<file path="src/rtl/vocoder_pkg.sv">
// rtl/vocoder_pkg.sv - shared types and default constants for the vocoder front end
package vocoder_pkg;
    typedef enum logic [1:0] {IDLE, ISSUE, WAIT, DONE} sched_state_t;

    localparam int NUM_BANDS_DEF = 15;
    localparam int DW_DEF        = 16;
    localparam int SAMPLE_PERIOD = 100;
endpackage

</file>
<file path="src/rtl/next_stream_pick.sv">
// rtl/next_stream_pick.sv - priority encoder returning the lowest enabled stream after cur
module next_stream_pick #(
    parameter int N  = 2,
    parameter int IW = 1
) (
    input  logic [N-1:0]  mask,
    input  logic [IW-1:0] cur,
    input  logic          from_start,
    output logic [IW-1:0] nxt,
    output logic          none
);
    // Scan downward so the lowest qualifying index is the last one written
    always_comb begin
        nxt  = '0;
        none = 1'b1;
        for (int i = N - 1; i >= 0; i--) begin
            if (mask[i] && (from_start || i > int'(cur))) begin
                nxt  = IW'(i);
                none = 1'b0;
            end
        end
    end
endmodule

</file>
<file path="src/rtl/filterbank_scheduler.sv">
// rtl/filterbank_scheduler.sv - time-multiplexes one mel filterbank across several PCM streams
module filterbank_scheduler
    import vocoder_pkg::*;
#(
    parameter int NUM_STREAMS = 2,
    parameter int NUM_BANDS   = NUM_BANDS_DEF,
    parameter int DW          = DW_DEF,
    parameter int TIMEOUT     = 95
) (
    input  logic                                         clk,
    input  logic                                         rst,
    input  logic                                         sample_valid,
    input  logic [NUM_STREAMS-1:0][DW-1:0]               sample_in,
    input  logic [NUM_STREAMS-1:0]                       stream_en,
    input  logic                                         err_clr,
    output logic                                         fb_pcm_valid,
    output logic [DW-1:0]                                fb_din,
    input  logic [NUM_BANDS-1:0][DW-1:0]                 fb_dout,
    input  logic                                         fb_valid,
    output logic [NUM_STREAMS-1:0][NUM_BANDS-1:0][DW-1:0] band_out,
    output logic                                         frame_valid,
    output logic                                         busy,
    output logic                                         overrun,
    output logic                                         timeout_err
);
    localparam int IW = (NUM_STREAMS > 1) ? $clog2(NUM_STREAMS) : 1;
    localparam int CW = $clog2(TIMEOUT);

    sched_state_t                  state;
    logic [NUM_STREAMS-1:0][DW-1:0] buf_q;
    logic [NUM_STREAMS-1:0]        mask_q;
    logic [IW-1:0]                 idx;
    logic [CW-1:0]                 cnt;

    logic [IW-1:0] first_idx, nxt_idx;
    logic          first_none, nxt_none;

    next_stream_pick #(.N(NUM_STREAMS), .IW(IW)) u_pick_first (
        .mask(stream_en), .cur('0), .from_start(1'b1),
        .nxt(first_idx), .none(first_none)
    );

    next_stream_pick #(.N(NUM_STREAMS), .IW(IW)) u_pick_next (
        .mask(mask_q), .cur(idx), .from_start(1'b0),
        .nxt(nxt_idx), .none(nxt_none)
    );

    always_ff @(posedge clk or posedge rst) begin
        if (rst) begin
            state        <= IDLE;
            buf_q        <= '0;
            mask_q       <= '0;
            idx          <= '0;
            cnt          <= '0;
            fb_pcm_valid <= 1'b0;
            fb_din       <= '0;
            band_out     <= '0;
            frame_valid  <= 1'b0;
            busy         <= 1'b0;
            overrun      <= 1'b0;
            timeout_err  <= 1'b0;
        end else begin
            fb_pcm_valid <= 1'b0;
            frame_valid  <= 1'b0;

            // Sticky flags: a new error in the same cycle as err_clr wins
            if (sample_valid && state != IDLE) overrun <= 1'b1;
            else if (err_clr)                  overrun <= 1'b0;
            if (err_clr) timeout_err <= 1'b0;

            case (state)
                IDLE: begin
                    if (sample_valid) begin
                        buf_q  <= sample_in;
                        mask_q <= stream_en;
                        busy   <= 1'b1;
                        if (first_none) begin
                            idx         <= '0;
                            state       <= DONE;
                            frame_valid <= 1'b1;
                        end else begin
                            idx          <= first_idx;
                            state        <= ISSUE;
                            fb_pcm_valid <= 1'b1;
                            fb_din       <= sample_in[first_idx];
                        end
                    end
                end
                ISSUE: begin
                    cnt   <= '0;
                    state <= WAIT;
                end
                WAIT: begin
                    cnt <= cnt + 1'b1;
                    if (fb_valid || cnt == CW'(TIMEOUT - 1)) begin
                        if (fb_valid) band_out[idx] <= fb_dout;
                        else          timeout_err   <= 1'b1;
                        if (nxt_none) begin
                            state       <= DONE;
                            frame_valid <= 1'b1;
                            fb_din      <= '0;
                        end else begin
                            idx          <= nxt_idx;
                            state        <= ISSUE;
                            fb_pcm_valid <= 1'b1;
                            fb_din       <= buf_q[nxt_idx];
                        end
                    end
                end
                DONE: begin
                    state <= IDLE;
                    busy  <= 1'b0;
                end
                default: state <= IDLE;
            endcase
        end
    end
endmodule

</file>
<file path="config.mk">
export PLATFORM = sky130hd
export DESIGN_NAME = filterbank_scheduler
export DESIGN_NICKNAME = d
export VERILOG_FILES = /design/src/rtl/vocoder_pkg.sv /design/src/rtl/next_stream_pick.sv /design/src/rtl/filterbank_scheduler.sv
export SDC_FILE = /design/constraint.sdc
export NUM_CORES = 1
export LEC_CHECK = 0
export ABC_AREA = 1
export CAP_MARGIN = 20
export CORE_AREA = 4 4 304 306
export CTS_BUF_LIST = sky130_fd_sc_hd__clkbuf_2 sky130_fd_sc_hd__clkbuf_4 sky130_fd_sc_hd__clkbuf_8
export DETAILED_ROUTE_END_ITERATION = 12
export DIE_AREA = 0 0 308 310
export PLACE_DENSITY_LB_ADDON = 0.25
export SETUP_SLACK_MARGIN = 0.15
export SLEW_MARGIN = 20
export SYNTH_ARGS = -nofsm -noshare
export SYNTH_HDL_FRONTEND = slang
export SYNTH_SLANG_ARGS = --single-unit
</file>
<file path="constraint.sdc">
create_clock -name clk -period 29.4 [get_ports clk]
set_input_delay 2.94 -clock clk [delete_from_list [all_inputs] [get_ports clk]]
set_output_delay 2.94 -clock clk [all_outputs]
set_load 0.005 [all_outputs]
</file>
-- Word level (Yosys, flattened, before mapping)
Cells that the tools add are included.
- register bits: 545
- latch bits: 0
- memory bits (writable): 0
- ROM bits: 0
- output and inout port bits: 501
- logic and storage cells: 117
- memories kept: 0
- add/subtract/negate cells: 1
- multipliers: 0
- div/mod/pow operators: 0
- magnitude comparators: 5
- eq/ne operators: 8
- shift operators: 0
- multiplexer cells: 45
- bitwise logic cells: 0
- reduce and logical (&&, ||, !) cells: 16
- operators with widths (operator ; number):
    $bwmux W480 ; 1
    $demux W240 S1 ; 1
    $mux W240 ; 1
    $mux W16 ; 8
    $pmux W16 S2 ; 1
    $mux W1 ; 23
    $pmux W7 S2 ; 1
    $reduce_bool A2 Y1 ; 5
    $mux W2 ; 4
    $pmux W1 S2 ; 4
    $pmux W2 S4 ; 1
    $reduce_and A4 Y1 ; 2
    $add A7 B1 Y7 const B ; 1
    $eq A7 B7 Y1 const B ; 1
    $lt A1 B2 Y1 const B ; 3
    $ne A2 B2 Y1 const B ; 3
    $reduce_and A2 Y1 ; 3
    $eq A2 B2 Y1 const B ; 2
    $logic_and A1 B1 Y1 ; 3
    $reduce_and A3 Y1 ; 1
    $eq A2 B1 Y1 const B ; 1
    $logic_not A2 Y1 ; 1
    $ne A2 B1 Y1 const B ; 1
    $ge A1 B1 Y1 const B ; 1
    2 further kinds ; 2

-- Longest topological paths before layout
- depth in word-level cells: 8
- depth in mapped cells: 11
- mapped depth without buffers: 9

-- By module
Synthesis repeated with hierarchy kept, for this count alone.
- cell total of the unflattened synthesis: 2275
- area total of the unflattened synthesis: 21296.7 sq um
- by module, submodules not included (module ; instances ; cells an instance ; area an instance (sq um)):
    filterbank_scheduler ; 1 ; 2261 ; 21231.6
    next_stream_pick ; 2 ; 7 ; 32.5

-- Least setup slack after synthesis
No wires, ideal clock.
- path kind: input to register
- from: input stream_en[0]
- to: register fb_din[0]
- setup time: 65 ps
- data arrival time: 3719 ps
- setup slack: 25616 ps
- cell stages on the path: 8
- cell sequence: nor2_1 -> nor2_2 -> nor2_2 -> inv_1 -> nand2_2 -> buf_6 -> nand2_1 -> nand2_1
- longest elaborated chain between the ends: 6
- elaborated cells between the ends (all ways): 9
- RTL lines (what ; RTL line ; text):
    start, declared ; filterbank_scheduler.sv:14 ; input logic [NUM_STREAMS-1:0] stream_en,
    $mux W1 ; next_stream_pick.sv:17 ; if (mask[i] && (from_start || i > int'(cur))) begin
    $mux W16 (implied by the code) (2 in series) ; filterbank_scheduler.sv:85 ; fb_din <= sample_in[first_idx];
    $mux W16 ; filterbank_scheduler.sv:77 ; if (first_none) begin
    $mux W16 ; filterbank_scheduler.sv:73 ; if (sample_valid) begin
    $pmux W16 S2 ; filterbank_scheduler.sv:71 ; case (state)
    end signal, assigned ; filterbank_scheduler.sv:85 ;
    end signal, assigned ; filterbank_scheduler.sv:106 ; fb_din <= buf_q[nxt_idx];
    end, declared ; filterbank_scheduler.sv:17 ; output logic [DW-1:0] fb_din,
Several ways; a longest one is shown, not always the timed one. The select of a mux whose other input is x is not followed.
A chain may end at the register's enable or synchronous reset.

-- Final worst setup path
- from: input fb_valid
- to: register band_out[246] (netlist name)
- longest elaborated chain between the ends: 2
- RTL lines (what ; RTL line ; text):
    start, declared ; filterbank_scheduler.sv:19 ; input logic fb_valid,
    $logic_or A1 B1 Y1 ; filterbank_scheduler.sv:95 ; if (fb_valid || cnt == CW'(TIMEOUT - 1)) begin
    $reduce_and A3 Y1 (no source line) (*) ; - ;
    end signal, assigned by index ; filterbank_scheduler.sv:96 ; if (fb_valid) band_out[idx] <= fb_dout;
    end, declared ; filterbank_scheduler.sv:20 ; output logic [NUM_STREAMS-1:0][NUM_BANDS-1:0][DW-1:0] band_out,
Every way passes the cells marked *; elsewhere a longest branch is shown, timed or not.

==> results.md <==
- Status: finished clean
- Fmax: about 160 MHz
- Max clock buf depth: 3
- DRT iter0 DRCs: between 900 and 1000
- Pin count of the biggest net entering global routing: roughly 130
- DRT Wirelength: about 73000 um
- Routed Antenna Nets: 0
- Synthesized Nets: around 2400
- CTS resizes: 0
- Syn Inst Count: 2138
- Clock share of power: a little under a quarter
- Post-synth top cells: nand2_1, dfrtp_1, o21ai_1
- Gate power share: 37.8%
- Min Tclk post-route: 6143 ps
- Slew Limit Fails: 0
- H-tree Lvls: 3
- Max Cap Violations: 0
- Layout Nets: ~3200
- TritonCTS clock tree: built
- Total CTS buffers: 96
- IO Pins: between 700 and 800
- R2r startpoint: state[0]
- Unrepaired setup endpoints after global routing: false
- Clk sink count: between 500 and 600
- Gr ovfl total: 0
- Row cnt: 110
- Setup-failing EPs final: 0
- Crit share post-route: 20.89%
- Detail-routed via count per cell: 4.014
- Layout area overhead: 53.88%
- EDFF count, synth: 0
- Startpoint Class: primary input
- Sequential cell area: ~13000 um2
- Yosys top cell by area: dfrtp_1
- Total GRT Usage: approximately 15%
- Residual DRC count: 0
- HP Class: reg -> reg
- Die footprint: around 95000 um2
- Part of the Yosys area used for sequential elements: 65.19%
- Avg Inst Size Synth: approximately 9.5 um2
- Max_slew headroom: 31.52%
- Buffer count from post-CTS setup fixing: 0
- Net Sw Frac: 31.76%
- Hold path start: fb_din[5]
- Hold Buf Count CTS: 0
- Distinct cells, synth: 26
- Pwr/cell area: 101.9 nW/um2
- Global-route wire length before repair: between 100000 and 150000 um
- Fillers: 9231
- Switch Pwr: around 0.0010 W
- Pwr Total: 0.003178 W
- Synth Flop Type: dfrtp_1
- Peak supply drop: 0.05004 mV
- Clk root buf: clkbuf_8
- Worst setup path startpoint: fb_valid
- Fraction of synthesis flops using an asynchronous set or reset pin: 100.0%
- Crit. End Element: flop
- Hold Vio Cnt, Final: 0
- Clk Latency, worst-skew pair: about 670 ps
- CP Class: in -> reg
- Initial antenna violation count: 6
- Total core area: roughly 90000 um2
- DR pass1 iterations: 5
- Vias in the first global route: 16870
- Synth warnings: 0
- Flop pwr share: 38.5%
- Most frequent cell after synthesis: nand2_1
- Worst Tran Pin Value: roughly 1000 ps
- Die H: between 300 and 400 um
- Synth top area share: between 60% and 70%
- Clock transition at path regs: 60 ps
- Total negative slack: 0 ps
- Post-DP HPWL: 53810 um
- Layout cells sized above 1: 6.763%
- Multi-input gate area: about 5300 um2
- Routed len/inst: between 15 and 20 um
- RePlAce Congestion: 0.7870
- CP max FO: 97
- Leak pwr: about 15 nW
- Worst EP arrival: 6730 ps
- Flops & latches, synth: about 530
- Power Internal: between 0.002 and 0.0025 W
- WP data required: ~30000 ps
- Max Clock Skew: 28.41 ps
- Largest cells by area after synthesis: dfrtp_1, nand2_1, o21ai_1
- Initial core utilization: 22.62%
- Mapped Area: about 20000 um2
- Via count: 16730
- DIE WIDTH: ~310 um
- # port buffers: roughly 800
[cell usage in the layout (no fill, tap or decap), drive strengths merged]
cell type	instances
clkbuf	161
clkinv	5
diode	5
xnor2	1
a21boi	1
o22ai	2
ha	5
inv	294
nand4	2
buf	18
clkdlybuf4s50	779
nor3	2
a21oi	6
nand2	641
o21ai	501
dfrtp	528
clkinvlp	1
bufinv	1
nand3	28
nor2	11
[area by class of cell]
type                    instances  area share, %
well taps                    1176          4.718
repair buffers                797          25.50
clock buffers                 161          6.443
diodes                          5        0.04012
multi-input cells            1200          17.08
flip-flops and latches        528          42.36
clock inverters                 7         0.2768
inverters                     294          3.578
[layer usage]
metal / up-vias / track usage, % / routed length, um
li1: 8290 / - / -
met1: 7766 / 17.09 / 28970
met2: 589 / 24.89 / 35460
met3: 85 / 6.378 / 7377
met4: 2 / 3.466 / 1118
met5: - / 0 / 13
[flip-flops by register name (all words and copies together) (netlist names)]
name          cells
state             2
timeout_err       1
overrun           1
buf_q            16
fb_din           16
band_out        480
fb_pcm_valid      1
idx               1
cnt               7
mask_q            1
frame_valid       1
busy              1
[stage by stage]
step	worst slack (ps)	std cells	util [%]	hold WS [ps]	area (um2)
after global placement	22480	3994	32.43	464.8	29050
after floorplan	11710	2138	-	453.4	20270
after global routing	22920	4165	34.80	493.9	31180
after CTS	23310	4162	34.76	484.3	31150
final	23260	4168	34.81	476.4	31190
after detailed placement	22510	3994	32.43	465.1	29050
[kinds of logic after synthesis]
kind of cell	count (synthesis)	synth area share (%)
AOI/OAI and AO/OA	510	12.67
xor gates and xnor gates	1	0.04322
adders and majority gates	5	0.3087
buffers and inverters	410	8.649
DFF	528	65.19
and+or+nand+nor	684	13.14
[worst max-delay path: stages]
cell,delay [ps]
clkdlybuf4s50_1,570
nand3_4,580
buf_4,770
buf_4,800
buf_4,700
nand2_1,110
o21ai_1,110
[path summary, 6_finish.rpt]
kind	endpoint	slack [ps]	cells past startpoint
worst max-delay path	band_out[246]	23260	7
worst min-delay path	fb_din[5]	480	2
worst max register to register	band_out[75]	25230	8
worst min register to register	fb_din[5]	480	2
max in group asynchronous	band_out[226]	23780	6
min in group asynchronous	band_out[118]	2880	2
[power by group through the flow]
stage | logic [W] | registers, W | clock network [W]
3_3_place_gp | 0.00122 | 0.00123 | 0
2_1_floorplan | 0.000389 | 0.00124 | 0
3_5_place_dp | 0.00123 | 0.00123 | 0
5_1_grt | 0.00133 | 0.00127 | 0.000816
4_1_cts | 0.00123 | 0.00123 | 0.000784
6_report | 0.00120 | 0.00122 | 0.000751
Note: power is estimated with default switching activity, not from simulation.
